`src/rtl/csr_defines.sv`:
```
// Definitions shared by the commit-side exception logic and the CSR file:
// exception codes, controller state encoding and the per-slot commit record.
package csr_defines;

  localparam logic [5:0] ECODE_INT  = 6'h00;
  localparam logic [5:0] ECODE_TLBR = 6'h3F;

  typedef enum logic [1:0] {
    ST_RUN       = 2'd0,
    ST_IDLE_WAIT = 2'd1,
    ST_FLUSH     = 2'd2
  } exc_state_e;

  typedef enum logic [2:0] {
    EV_NONE = 3'd0,
    EV_INT  = 3'd1,
    EV_EXC  = 3'd2,
    EV_ERTN = 3'd3,
    EV_IDLE = 3'd4
  } exc_event_e;

  typedef struct packed {
    logic        valid;
    logic [31:0] pc;
    logic        exc;
    logic [5:0]  ecode;
    logic [8:0]  esubcode;
    logic [31:0] badv;
    logic        tlb_exc;
    logic        inst_tlb_exc;
    logic        ertn;
    logic        idle;
  } slot_t;

  // TLB refill has its own vector; every other exception uses the common one.
  function automatic logic [31:0] exc_target(input logic [5:0]  ecode,
                                             input logic [31:0] eentry,
                                             input logic [31:0] tlbrentry);
    return (ecode == ECODE_TLBR) ? tlbrentry : eentry;
  endfunction

endpackage

```
`src/rtl/except_sel.sv`:
```
// Combinational priority selector over the two commit slots: picks the winning
// event, the slot that carries it, and which slots may retire this cycle.
module except_sel
  import csr_defines::*;
(
  input  slot_t       slot0_i,
  input  slot_t       slot1_i,
  input  logic        is_interrupt_i,
  output exc_event_e  event_o,
  output logic [31:0] pc_o,
  output logic [5:0]  ecode_o,
  output logic [8:0]  esubcode_o,
  output logic [31:0] badv_o,
  output logic        tlb_exc_o,
  output logic        inst_tlb_exc_o,
  output logic [1:0]  commit_mask_o
);

  slot_t      slots [2];
  logic [1:0] q_exc;
  logic [1:0] q_ertn;
  logic [1:0] q_idle;
  logic       sel_slot1;
  slot_t      sel;

  assign slots[0] = slot0_i;
  assign slots[1] = slot1_i;

  // Flags of an empty slot are meaningless and must never win.
  generate
    for (genvar gi = 0; gi < 2; gi++) begin : g_qual
      assign q_exc[gi]  = slots[gi].valid & slots[gi].exc;
      assign q_ertn[gi] = slots[gi].valid & slots[gi].ertn;
      assign q_idle[gi] = slots[gi].valid & slots[gi].idle;
    end
  endgenerate

  always_comb begin
    event_o       = EV_NONE;
    sel_slot1     = 1'b0;
    commit_mask_o = {slot1_i.valid, slot0_i.valid};
    if (is_interrupt_i && slot0_i.valid) begin
      event_o       = EV_INT;
      commit_mask_o = 2'b00;
    end else if (q_exc[0]) begin
      event_o       = EV_EXC;
      commit_mask_o = 2'b00;
    end else if (q_ertn[0]) begin
      event_o       = EV_ERTN;
      commit_mask_o = 2'b01;
    end else if (q_idle[0]) begin
      event_o       = EV_IDLE;
      commit_mask_o = 2'b01;
    end else if (q_exc[1]) begin
      event_o       = EV_EXC;
      sel_slot1     = 1'b1;
      commit_mask_o = {1'b0, slot0_i.valid};
    end else if (q_ertn[1]) begin
      event_o       = EV_ERTN;
      sel_slot1     = 1'b1;
      commit_mask_o = {1'b1, slot0_i.valid};
    end else if (q_idle[1]) begin
      event_o       = EV_IDLE;
      sel_slot1     = 1'b1;
      commit_mask_o = {1'b1, slot0_i.valid};
    end
  end

  assign sel            = sel_slot1 ? slot1_i : slot0_i;
  assign pc_o           = sel.pc;
  assign ecode_o        = sel.ecode;
  assign esubcode_o     = sel.esubcode;
  assign badv_o         = sel.badv;
  assign tlb_exc_o      = sel.tlb_exc;
  assign inst_tlb_exc_o = sel.inst_tlb_exc;

endmodule

```
`src/rtl/except_ctrl.sv`:
```
// Commit-stage exception controller: turns slot events into one-cycle CSR
// update / flush / redirect pulses and parks the core while IDLE waits.
module except_ctrl
  import csr_defines::*;
(
  input  logic        clk,
  input  logic        rst,
  input  logic        slot0_valid,
  input  logic [31:0] slot0_pc,
  input  logic        slot0_exc,
  input  logic [5:0]  slot0_ecode,
  input  logic [8:0]  slot0_esubcode,
  input  logic [31:0] slot0_badv,
  input  logic        slot0_tlb_exc,
  input  logic        slot0_inst_tlb_exc,
  input  logic        slot0_ertn,
  input  logic        slot0_idle,
  input  logic        slot1_valid,
  input  logic [31:0] slot1_pc,
  input  logic        slot1_exc,
  input  logic [5:0]  slot1_ecode,
  input  logic [8:0]  slot1_esubcode,
  input  logic [31:0] slot1_badv,
  input  logic        slot1_tlb_exc,
  input  logic        slot1_inst_tlb_exc,
  input  logic        slot1_ertn,
  input  logic        slot1_idle,
  input  logic [31:0] eentry,
  input  logic [31:0] tlbrentry,
  input  logic [31:0] era,
  input  logic        is_interrupt,
  output logic        is_exception,
  output logic [31:0] exception_pc,
  output logic [31:0] exception_addr,
  output logic [5:0]  ecode,
  output logic [8:0]  esubcode,
  output logic        is_tlb_exception,
  output logic        is_inst_tlb_exception,
  output logic        is_ertn,
  output logic        flush,
  output logic        redirect_en,
  output logic [31:0] redirect_pc,
  output logic [1:0]  commit_mask,
  output logic        stall_idle
);

  slot_t       slot0;
  slot_t       slot1;
  exc_event_e  sel_event;
  logic [31:0] sel_pc;
  logic [5:0]  sel_ecode;
  logic [8:0]  sel_esubcode;
  logic [31:0] sel_badv;
  logic        sel_tlb_exc;
  logic        sel_inst_tlb_exc;
  logic [1:0]  sel_mask;

  exc_state_e  state_q, state_d;
  logic [31:0] idle_pc_q, idle_pc_d;
  logic        is_exception_q, is_exception_d;
  logic [31:0] exception_pc_q, exception_pc_d;
  logic [31:0] exception_addr_q, exception_addr_d;
  logic [5:0]  ecode_q, ecode_d;
  logic [8:0]  esubcode_q, esubcode_d;
  logic        tlb_q, tlb_d;
  logic        inst_tlb_q, inst_tlb_d;
  logic        is_ertn_q, is_ertn_d;
  logic        flush_q, flush_d;
  logic [31:0] redirect_pc_q, redirect_pc_d;

  assign slot0 = '{valid: slot0_valid, pc: slot0_pc, exc: slot0_exc,
                   ecode: slot0_ecode, esubcode: slot0_esubcode,
                   badv: slot0_badv, tlb_exc: slot0_tlb_exc,
                   inst_tlb_exc: slot0_inst_tlb_exc, ertn: slot0_ertn,
                   idle: slot0_idle};
  assign slot1 = '{valid: slot1_valid, pc: slot1_pc, exc: slot1_exc,
                   ecode: slot1_ecode, esubcode: slot1_esubcode,
                   badv: slot1_badv, tlb_exc: slot1_tlb_exc,
                   inst_tlb_exc: slot1_inst_tlb_exc, ertn: slot1_ertn,
                   idle: slot1_idle};

  except_sel u_sel (
    .slot0_i        (slot0),
    .slot1_i        (slot1),
    .is_interrupt_i (is_interrupt),
    .event_o        (sel_event),
    .pc_o           (sel_pc),
    .ecode_o        (sel_ecode),
    .esubcode_o     (sel_esubcode),
    .badv_o         (sel_badv),
    .tlb_exc_o      (sel_tlb_exc),
    .inst_tlb_exc_o (sel_inst_tlb_exc),
    .commit_mask_o  (sel_mask)
  );

  always_comb begin
    state_d          = state_q;
    idle_pc_d        = idle_pc_q;
    is_exception_d   = 1'b0;
    exception_pc_d   = '0;
    exception_addr_d = '0;
    ecode_d          = '0;
    esubcode_d       = '0;
    tlb_d            = 1'b0;
    inst_tlb_d       = 1'b0;
    is_ertn_d        = 1'b0;
    redirect_pc_d    = '0;
    commit_mask      = 2'b00;

    case (state_q)
      ST_RUN: begin
        commit_mask = sel_mask;
        case (sel_event)
          EV_INT: begin
            is_exception_d = 1'b1;
            exception_pc_d = slot0_pc;
            ecode_d        = ECODE_INT;
            redirect_pc_d  = eentry;
            state_d        = ST_FLUSH;
          end
          EV_EXC: begin
            is_exception_d   = 1'b1;
            exception_pc_d   = sel_pc;
            exception_addr_d = sel_badv;
            ecode_d          = sel_ecode;
            esubcode_d       = sel_esubcode;
            tlb_d            = sel_tlb_exc;
            inst_tlb_d       = sel_inst_tlb_exc;
            redirect_pc_d    = exc_target(sel_ecode, eentry, tlbrentry);
            state_d          = ST_FLUSH;
          end
          EV_ERTN: begin
            is_ertn_d     = 1'b1;
            redirect_pc_d = era;
            state_d       = ST_FLUSH;
          end
          EV_IDLE: begin
            idle_pc_d = sel_pc + 32'd4;
            state_d   = ST_IDLE_WAIT;
          end
          default: ;
        endcase
      end
      // The wake-up interrupt returns to the instruction after IDLE.
      ST_IDLE_WAIT: begin
        if (is_interrupt) begin
          is_exception_d = 1'b1;
          exception_pc_d = idle_pc_q;
          ecode_d        = ECODE_INT;
          redirect_pc_d  = eentry;
          state_d        = ST_FLUSH;
        end
      end
      ST_FLUSH: state_d = ST_RUN;
      default:  state_d = ST_RUN;
    endcase

    if (!rst) commit_mask = 2'b00;
  end

  assign flush_d = is_exception_d | is_ertn_d;

  always_ff @(posedge clk or negedge rst) begin
    if (!rst) begin
      state_q          <= ST_RUN;
      idle_pc_q        <= '0;
      is_exception_q   <= 1'b0;
      exception_pc_q   <= '0;
      exception_addr_q <= '0;
      ecode_q          <= '0;
      esubcode_q       <= '0;
      tlb_q            <= 1'b0;
      inst_tlb_q       <= 1'b0;
      is_ertn_q        <= 1'b0;
      flush_q          <= 1'b0;
      redirect_pc_q    <= '0;
    end else begin
      state_q          <= state_d;
      idle_pc_q        <= idle_pc_d;
      is_exception_q   <= is_exception_d;
      exception_pc_q   <= exception_pc_d;
      exception_addr_q <= exception_addr_d;
      ecode_q          <= ecode_d;
      esubcode_q       <= esubcode_d;
      tlb_q            <= tlb_d;
      inst_tlb_q       <= inst_tlb_d;
      is_ertn_q        <= is_ertn_d;
      flush_q          <= flush_d;
      redirect_pc_q    <= redirect_pc_d;
    end
  end

  assign is_exception          = is_exception_q;
  assign exception_pc          = exception_pc_q;
  assign exception_addr        = exception_addr_q;
  assign ecode                 = ecode_q;
  assign esubcode              = esubcode_q;
  assign is_tlb_exception      = tlb_q;
  assign is_inst_tlb_exception = inst_tlb_q;
  assign is_ertn               = is_ertn_q;
  assign flush                 = flush_q;
  assign redirect_en           = flush_q;
  assign redirect_pc           = redirect_pc_q;
  assign stall_idle            = (state_q == ST_IDLE_WAIT);

endmodule

```
`config.mk`:
```
export PLATFORM = sky130hd
export DESIGN_NAME = except_ctrl
export DESIGN_NICKNAME = d
export VERILOG_FILES = /design/src/rtl/csr_defines.sv /design/src/rtl/except_sel.sv /design/src/rtl/except_ctrl.sv
export SDC_FILE = /design/constraint.sdc
export NUM_CORES = 1
export LEC_CHECK = 0
export CAP_MARGIN = 40
export CORE_AREA = 2 2 150 152
export DETAILED_ROUTE_END_ITERATION = 8
export DIE_AREA = 0 0 152 154
export GPL_ROUTABILITY_DRIVEN = 1
export GPL_TIMING_DRIVEN = 0
export MAX_ROUTING_LAYER = met4
export PLACE_DENSITY_LB_ADDON = 0.08
export SLEW_MARGIN = 20
export SYNTH_ARGS = -nofsm -noshare
export SYNTH_HDL_FRONTEND = slang
export SYNTH_SLANG_ARGS = --single-unit
```
`constraint.sdc`:
```
create_clock -name clk -period 1.7 [get_ports clk]
set_input_delay 0.34 -clock clk [delete_from_list [all_inputs] [get_ports clk]]
set_output_delay 0.34 -clock clk [all_outputs]
set_load 0.05 [all_outputs]
```
==> results of run 1 <==
power breakdown:
group,internal (µW),switching [µW]
clock network,2220,1660
logic,1740,2600
registers,4170,258
metal layers:
| metal | track usage, % | vias up |
|---|---|---|
| met5 | - | - |
| met4 | 12.77 | 0 |
| met3 | 6.342 | 86 |
| met2 | 48.80 | 487 |
| met1 | 36.67 | 4234 |
| li1 | - | 3950 |
path summary, 6_finish.rpt:
path,slack [ns],startpoint,to,cells after the start
max,-0.61,slot1_exc,idle_pc_q[26]$_DFFE_PN0P_,13
min,0.31,slot1_pc[8],exception_pc[8]$_DFF_PN0_,3
max reg2reg,-0.06,state_q[1]$_DFFE_PN0P_,redirect_pc[25]$_DFF_PN0_,7
min reg2reg,0.48,idle_pc_q[14]$_DFFE_PN0P_,idle_pc_q[14]$_DFFE_PN0P_,1
max in group asynchronous,0.75,rst,state_q[0]$_DFFE_PN0P_,4
min in group asynchronous,0.58,rst,redirect_pc[10]$_DFF_PN0_,2
worst max-delay path, delay by kind of cell:
family / cells / cell delay (ns)
multiplexers: 2 / 0.40
AO/OA/AOI/OAI: 1 / 0.32
adder cells (fa/ha/maj): 1 / 0.19
buffers and inverters: 4 / 0.50
AND/OR/NAND/NOR: 5 / 0.92
per-stage QoR:
step                cell area, µm²  setup slack (ns)  TNS [ns]
global placement             12250            -7.407  -1177.41
floorplan                     8014           -0.9111    -30.27
CTS                          13520           -0.6841    -31.53
detailed placement           12280            -2.219   -215.23
global route                 13850           -0.7011    -23.57
finish                       13850           -0.6105    -20.01
what timing repair did:
action | in CTS | in global routing
setup endpoints to repair | 270 | 141
gates cloned | 6 | 0
endpoints found under the hold margin | 66 | 74
setup buffers | 30 | 18
hold buffers | 4 | 4
resized for setup | 283 | 77
pin swaps | 29 | 18
state kept, by name (all words and copies together) (netlist names):
name                   cells
ecode                      6
flush                      1
idle_pc_q                 32
state_q                    2
is_exception               1
exception_pc              32
exception_addr            32
is_ertn                    1
esubcode                   9
redirect_pc               32
is_tlb_exception           1
is_inst_tlb_exception      1
layout make-up:
type                    count  area share [%]
clock buffers              19           3.199
plain buffers              55           3.588
inverters                  27          0.7320
flip-flops and latches    150           27.13
well taps                 280           2.530
repair buffers            445           32.50
multi-input cells         593           29.13
clock inverters            13           1.057
diodes                      7          0.1265
layout by cell type, fill, tap and decap left out, types with 18 or more instances in the layout:
| cell type | instances |
|---|---|
| clkdlybuf4s50_1 | 247 |
| dfrtp_1 | 148 |
| nand2_1 | 147 |
| dlygate4sd2_1 | 111 |
| a21oi_1 | 54 |
| nor2_1 | 49 |
| a22oi_1 | 47 |
| buf_4 | 38 |
| a221o_1 | 33 |
| inv_1 | 27 |
| buf_6 | 25 |
| o21ai_0 | 25 |
| o21ai_1 | 20 |
| xnor2_1 | 18 |
| mux2i_1 | 18 |
logic make-up after synthesis:
family,Yosys count,share of synthesized area (%)
flip-flops,150,48.23
AO/OA/AOI/OAI,237,21.69
adder cells (fa/ha/maj),1,0.1607
AND/OR/NAND/NOR,296,17.01
XOR/XNOR,27,3.039
buffers and inverters,88,5.434
multiplexers,32,4.437
==> flow_metrics.env, run 1 <==
export IMPL_status="complete, but fails checks"
export IMPL_failed_checks="setup timing"
export IMPL_max_stage_delay_ns=0.37
export IMPL_clock_root_buffer="clkbuf_16"
export IMPL_required_ns=2.05
export IMPL_syn_cell_area_um2=7782
export IMPL_finalPower_uw=12650
export IMPL_seq_area_frac_synth_pct=48.23
export IMPL_syn_avg_cell_area_um2=9.365
export IMPL_cellLeakagePower_uw=0.006646
export IMPL_die_h_um=154
export IMPL_gp_congestion=0.9049
export IMPL_slew_violations=0
export IMPL_route_met2_wl_um=17670
export IMPL_synth_area_leaders="dfrtp_1, nand2_1, a22oi_1"
export IMPL_cp_end_kind="flop"
export IMPL_wl_um=35780
export IMPL_drc=0
export IMPL_std_cell_rows=54
export IMPL_ios=389
export IMPL_htreeDepth=4
export IMPL_wl_met3_um=2497
export IMPL_synth_flop_cell="dfrtp_1"
export IMPL_syn_nets=1101
export IMPL_crit_path_start_kind="primary input"
export IMPL_synth_area_leader_cell="dfrtp_1"
export IMPL_synth_edf_count=0
export IMPL_via_per_inst=5.511
export IMPL_worst_pin_slew_ns=0.6472
export IMPL_synthCells=831
export IMPL_drive_gt1_share_pct=16.51
export IMPL_grt_antenna_before_repair=7
export IMPL_final_util_pct=63.84
export IMPL_grt_max_degree=44
export IMPL_drt_met1_wl_um=14250
export IMPL_grt_pass1_vias=8500
export IMPL_num_fill_cells=1764
export IMPL_ys_top_cells_by_count="nand2_1, dfrtp_1, a21oi_1"
export IMPL_synth_most_common_cell="nand2_1"
export IMPL_fin_ws_ns=-0.6105
export IMPL_cts_tree="built"
export IMPL_first_pass_iters=9
export IMPL_fp_dieW_um=152
export IMPL_area_growth_pct=77.91
export IMPL_synthArstFlopShare_pct=100.0
export IMPL_vias=8757
export IMPL_cts_buffers=17
export IMPL_dr_max_layer_used="met4"
export IMPL_hpwl_um=25040
export IMPL_finalCritPeriodShare_pct=135.9
export IMPL_insertion_delay_ns=0.42
export IMPL_grt_total_usage_pct=30.13
export IMPL_fin_nets=1559
export IMPL_multi_input_comb_area_um2=4034
export IMPL_drv_cap=0
export IMPL_cts_sinks=150
export IMPL_critical_path_max_fanout=5
export IMPL_finalCriticalPeriod_ns=2.310
export IMPL_grt_pass1_wl_um=52410
export IMPL_critPathKind="primary input to flop"
export IMPL_initial_core_util_pct=35.88
export IMPL_io_buffer_count=388
export IMPL_overflow=0
export IMPL_ant_nets=0
export IMPL_dr_first_iter_drc_count=758
export IMPL_fin_skew_ns=0.009327
export IMPL_clockBufferDepth=2
export IMPL_hold_path_class="primary input to flop"
export IMPL_cts_clk_slew_worst_paths_ns=0.07
export IMPL_rsz0062_at_grt="yes"
export IMPL_crit_path_cell_trace="buf_2 > o31a_4 > and2_4 > buf_8 > buf_12 > mux2i_2 > inv_1 > ha_4 > nand2_4 > mux2i_4 > nand4_2 > or3_1 > nand3_1"
export IMPL_cp_slowest_cell="or3_1"
export IMPL_max_freq_mhz=432.8
export IMPL_die_area_um2=23410
export IMPL_route_detailed_wl_per_inst_um=22.52
export IMPL_synth_top_cell_area_share_pct=48.23
export IMPL_core_area_um2=21690
export IMPL_setup_viol=78
export IMPL_fin_hold_ws_ns=0.3136
export IMPL_ir_worst_vdd_mv=0.6693
export IMPL_seq_area_um2=3756
export IMPL_final_cells=1589
export IMPL_ys_types=59
export IMPL_ys_warnings_count=0
export IMPL_powerDensity_nw_per_um2=913.8
export IMPL_dp_cells=1500
export IMPL_finalHoldViolations=0
export IMPL_slew_headroom_pct=56.86
export IMPL_synth_seq_cells=150
export IMPL_cp_data_arrival_time_ns=2.66
Note: power is estimated with default switching activity, not from simulation.
==> inputs of run 2 (changes only) <==
==> constraint.sdc (replaced) <==
create_clock -name clk -period 2.41 [get_ports clk]
set_input_delay 0.482 -clock clk [delete_from_list [all_inputs] [get_ports clk]]
set_output_delay 0.482 -clock clk [all_outputs]
set_load 0.05 [all_outputs]
==> run 2 against run 1 <==
The flow now finishes without violations. Sequential share of layout area rose by 1.2 points. Setup slack gained 0.62 ns. Combinational power down 31%. Critical endpoint is now idle_pc_q[6]$_DFFE_PN0P_. Largest cell class unchanged. Largest power group unchanged. Highest routed layer unchanged.
==> flow_metrics.env, run 2 (synthesis gave the netlist of run 1 again) <==
export IMPL_critPathKind="primary input to flop"
export IMPL_route_detailed_wl_per_inst_um=21.79
export IMPL_ir_worst_vdd_mv=0.4782
export IMPL_critical_path_top_delay_family="compound AO/OA/AOI/OAI gates"
export IMPL_cts_buffers=17
export IMPL_fin_area_um2=13230
export IMPL_clock_root_buffer="clkbuf_16"
export IMPL_cts_sinks=150
export IMPL_r2r_end="idle_pc_q[0]$_DFFE_PN0P_"
export IMPL_hpwl_um=24880
export IMPL_path_buf_inv=4
export IMPL_setup_viol=0
export IMPL_fin_nets=1537
export IMPL_reg2reg_slack_ns=0.33
export IMPL_powerDensity_nw_per_um2=681.6
export IMPL_status="finished, final reports clean"
export IMPL_vias=8452
export IMPL_die_h_um=154
export IMPL_grt_total_usage_pct=29.01
export IMPL_required_ns=2.74
export IMPL_std_cell_rows=54
export IMPL_hold_path_class="primary input to asynchronous set/reset pin"
export IMPL_final_cells=1567
export IMPL_area_growth_pct=70.05
export IMPL_drv_cap=0
export IMPL_htreeDepth=4
export IMPL_overflow=0
export IMPL_cp_end_kind="flop"
export IMPL_cp_slowest_cell="o41ai_4"
export IMPL_core_area_um2=21690
export IMPL_place_area_um2=12090
export IMPL_wl_um=34140
export IMPL_final_util_pct=61.02
export IMPL_die_area_um2=23410
export IMPL_finalCriticalPeriod_ns=2.400
export IMPL_slew_violations=0
export IMPL_grt_pass1_vias=8319
export IMPL_dp_cells=1501
export IMPL_drive_gt1_share_pct=10.78
export IMPL_ios=389
export IMPL_crit_path_cell_trace="buf_8 > o41ai_4 > and2_4 > buf_12 > mux2i_2 > inv_1 > ha_4 > nand2_4 > mux2i_4 > buf_6 > nand2_2 > xor2_1 > o311ai_1"
export IMPL_fin_hold_ws_ns=0.02037
export IMPL_cellLeakagePower_uw=0.005816
export IMPL_grt_max_degree=78
export IMPL_finalPower_uw=9021
export IMPL_gp_congestion=0.9177
export IMPL_max_freq_mhz=416.8
export IMPL_r2r_start="state_q[0]$_DFFE_PN0P_"
export IMPL_via_per_inst=5.394
export IMPL_ant_nets=0
export IMPL_final_common_cell="clkdlybuf4s50_1"
export IMPL_initial_core_util_pct=35.88
export IMPL_insertion_delay_ns=0.43
export IMPL_final_cell_mix="clkdlybuf4s50_1, nand2_1, dfrtp_1"
export IMPL_slew_headroom_pct=52.49
export IMPL_cts_tree="built"
export IMPL_finalCritPeriodShare_pct=99.57
export IMPL_max_stage_delay_ns=0.43
export IMPL_critical_path_max_fanout=5
export IMPL_rr_worst_depth=5
export IMPL_cp_data_arrival_time_ns=2.73
export IMPL_finalHoldViolations=0
export IMPL_dr_first_iter_drc_count=763
export IMPL_cts_clk_slew_worst_paths_ns=0.06
export IMPL_io_buffer_count=388
export IMPL_fp_dieW_um=152
export IMPL_worst_pin_slew_ns=0.7127
export IMPL_fin_skew_ns=0.01114
export IMPL_drc=0
export IMPL_crit_path_start_kind="primary input"
export IMPL_grt_antenna_before_repair=7
export IMPL_clockBufferDepth=2
export IMPL_first_pass_iters=6
export IMPL_rsz0062_at_grt="yes"
export IMPL_grt_pass1_wl_um=50780
[run 2: changes by cell type in the layout (fill, tap and decap cells not counted), sizes merged, moves of 3 or more]
| cell | change |
|---|---|
| clkbuf | +13 |
| clkdlybuf4s15 | -13 |
| dlygate4sd2 | -108 |
| dlymetal6s2s | -6 |
| buf | -32 |
| clkdlybuf4s50 | +128 |
| dlygate4sd3 | -3 |
[run 2: layer usage]
layer	share of wire, %	vias up	track usage [%]
met4	2.6	0	12.06
met1	39	4067	34.44
met5	0	-	-
met2	51	416	48.07
met3	6.7	66	6.172
li1	-	3903	-
[run 2: cell type report]
| class | instances | area (µm²) |
|---|---|---|
| fill | 1873 | 8454 |
| timing repair buffer | 419 | 4230 |
| multi-input combinational | 593 | 3801 |
| sequential | 150 | 3754 |
| clock buffer | 19 | 432.9 |
| buffer | 59 | 352.8 |
| tap | 280 | 350.3 |
| clock inverter | 13 | 193.9 |
| inverter | 27 | 101.3 |
| antenna | 7 | 17.52 |
[run 2: metrics by stage]
| stage | setup TNS, ns | worst slack, ns |
|---|---|---|
| after global routing | -0.2489 | -0.1243 |
| after detailed placement | -134.74 | -1.634 |
| after floorplan | -4.006 | -0.3651 |
| after CTS | -0.5823 | -0.1149 |
| final | 0 | 0.01048 |
| after global placement | -997.73 | -6.370 |
[run 2: how the worst max path moves through the flow]
stage	startpoint	to	slack, ns	cells past startpoint
final	slot0_idle	idle_pc_q[6]$_DFFE_PN0P_	0.01	13
after global routing	slot0_idle	idle_pc_q[6]$_DFFE_PN0P_	-0.12	13
after global placement	rst	commit_mask[1]	-6.37	4
after floorplan	is_interrupt	idle_pc_q[26]$_DFFE_PN0P_	-0.37	13
after CTS	is_interrupt	idle_pc_q[22]$_DFFE_PN0P_	-0.11	15
after detailed placement	slot0_exc	idle_pc_q[22]$_DFFE_PN0P_	-1.63	15
[run 2: what timing repair did]
action | CTS | global route
pin swaps | 13 | 8
resized for setup | 83 | 24
buffers inserted | 13 | 12
hold endpoints to repair | 75 | 75
gates cloned | 2 | 1
setup endpoints to repair | 151 | 32
[run 2: worst register-to-register path, delay by kind of cell (launching register included)]
kind,cells,cell delay (ns)
buffers and inverters,2,0.98
AO/OA/AOI/OAI,1,0.25
AND/OR/NAND/NOR,2,0.29
flip-flops,1,0.39
[run 2: power breakdown]
| group | switching, µW | internal [µW] |
|---|---|---|
| logic | 1760 | 1220 |
| registers | 184 | 2940 |
| clock network | 1160 | 1750 |
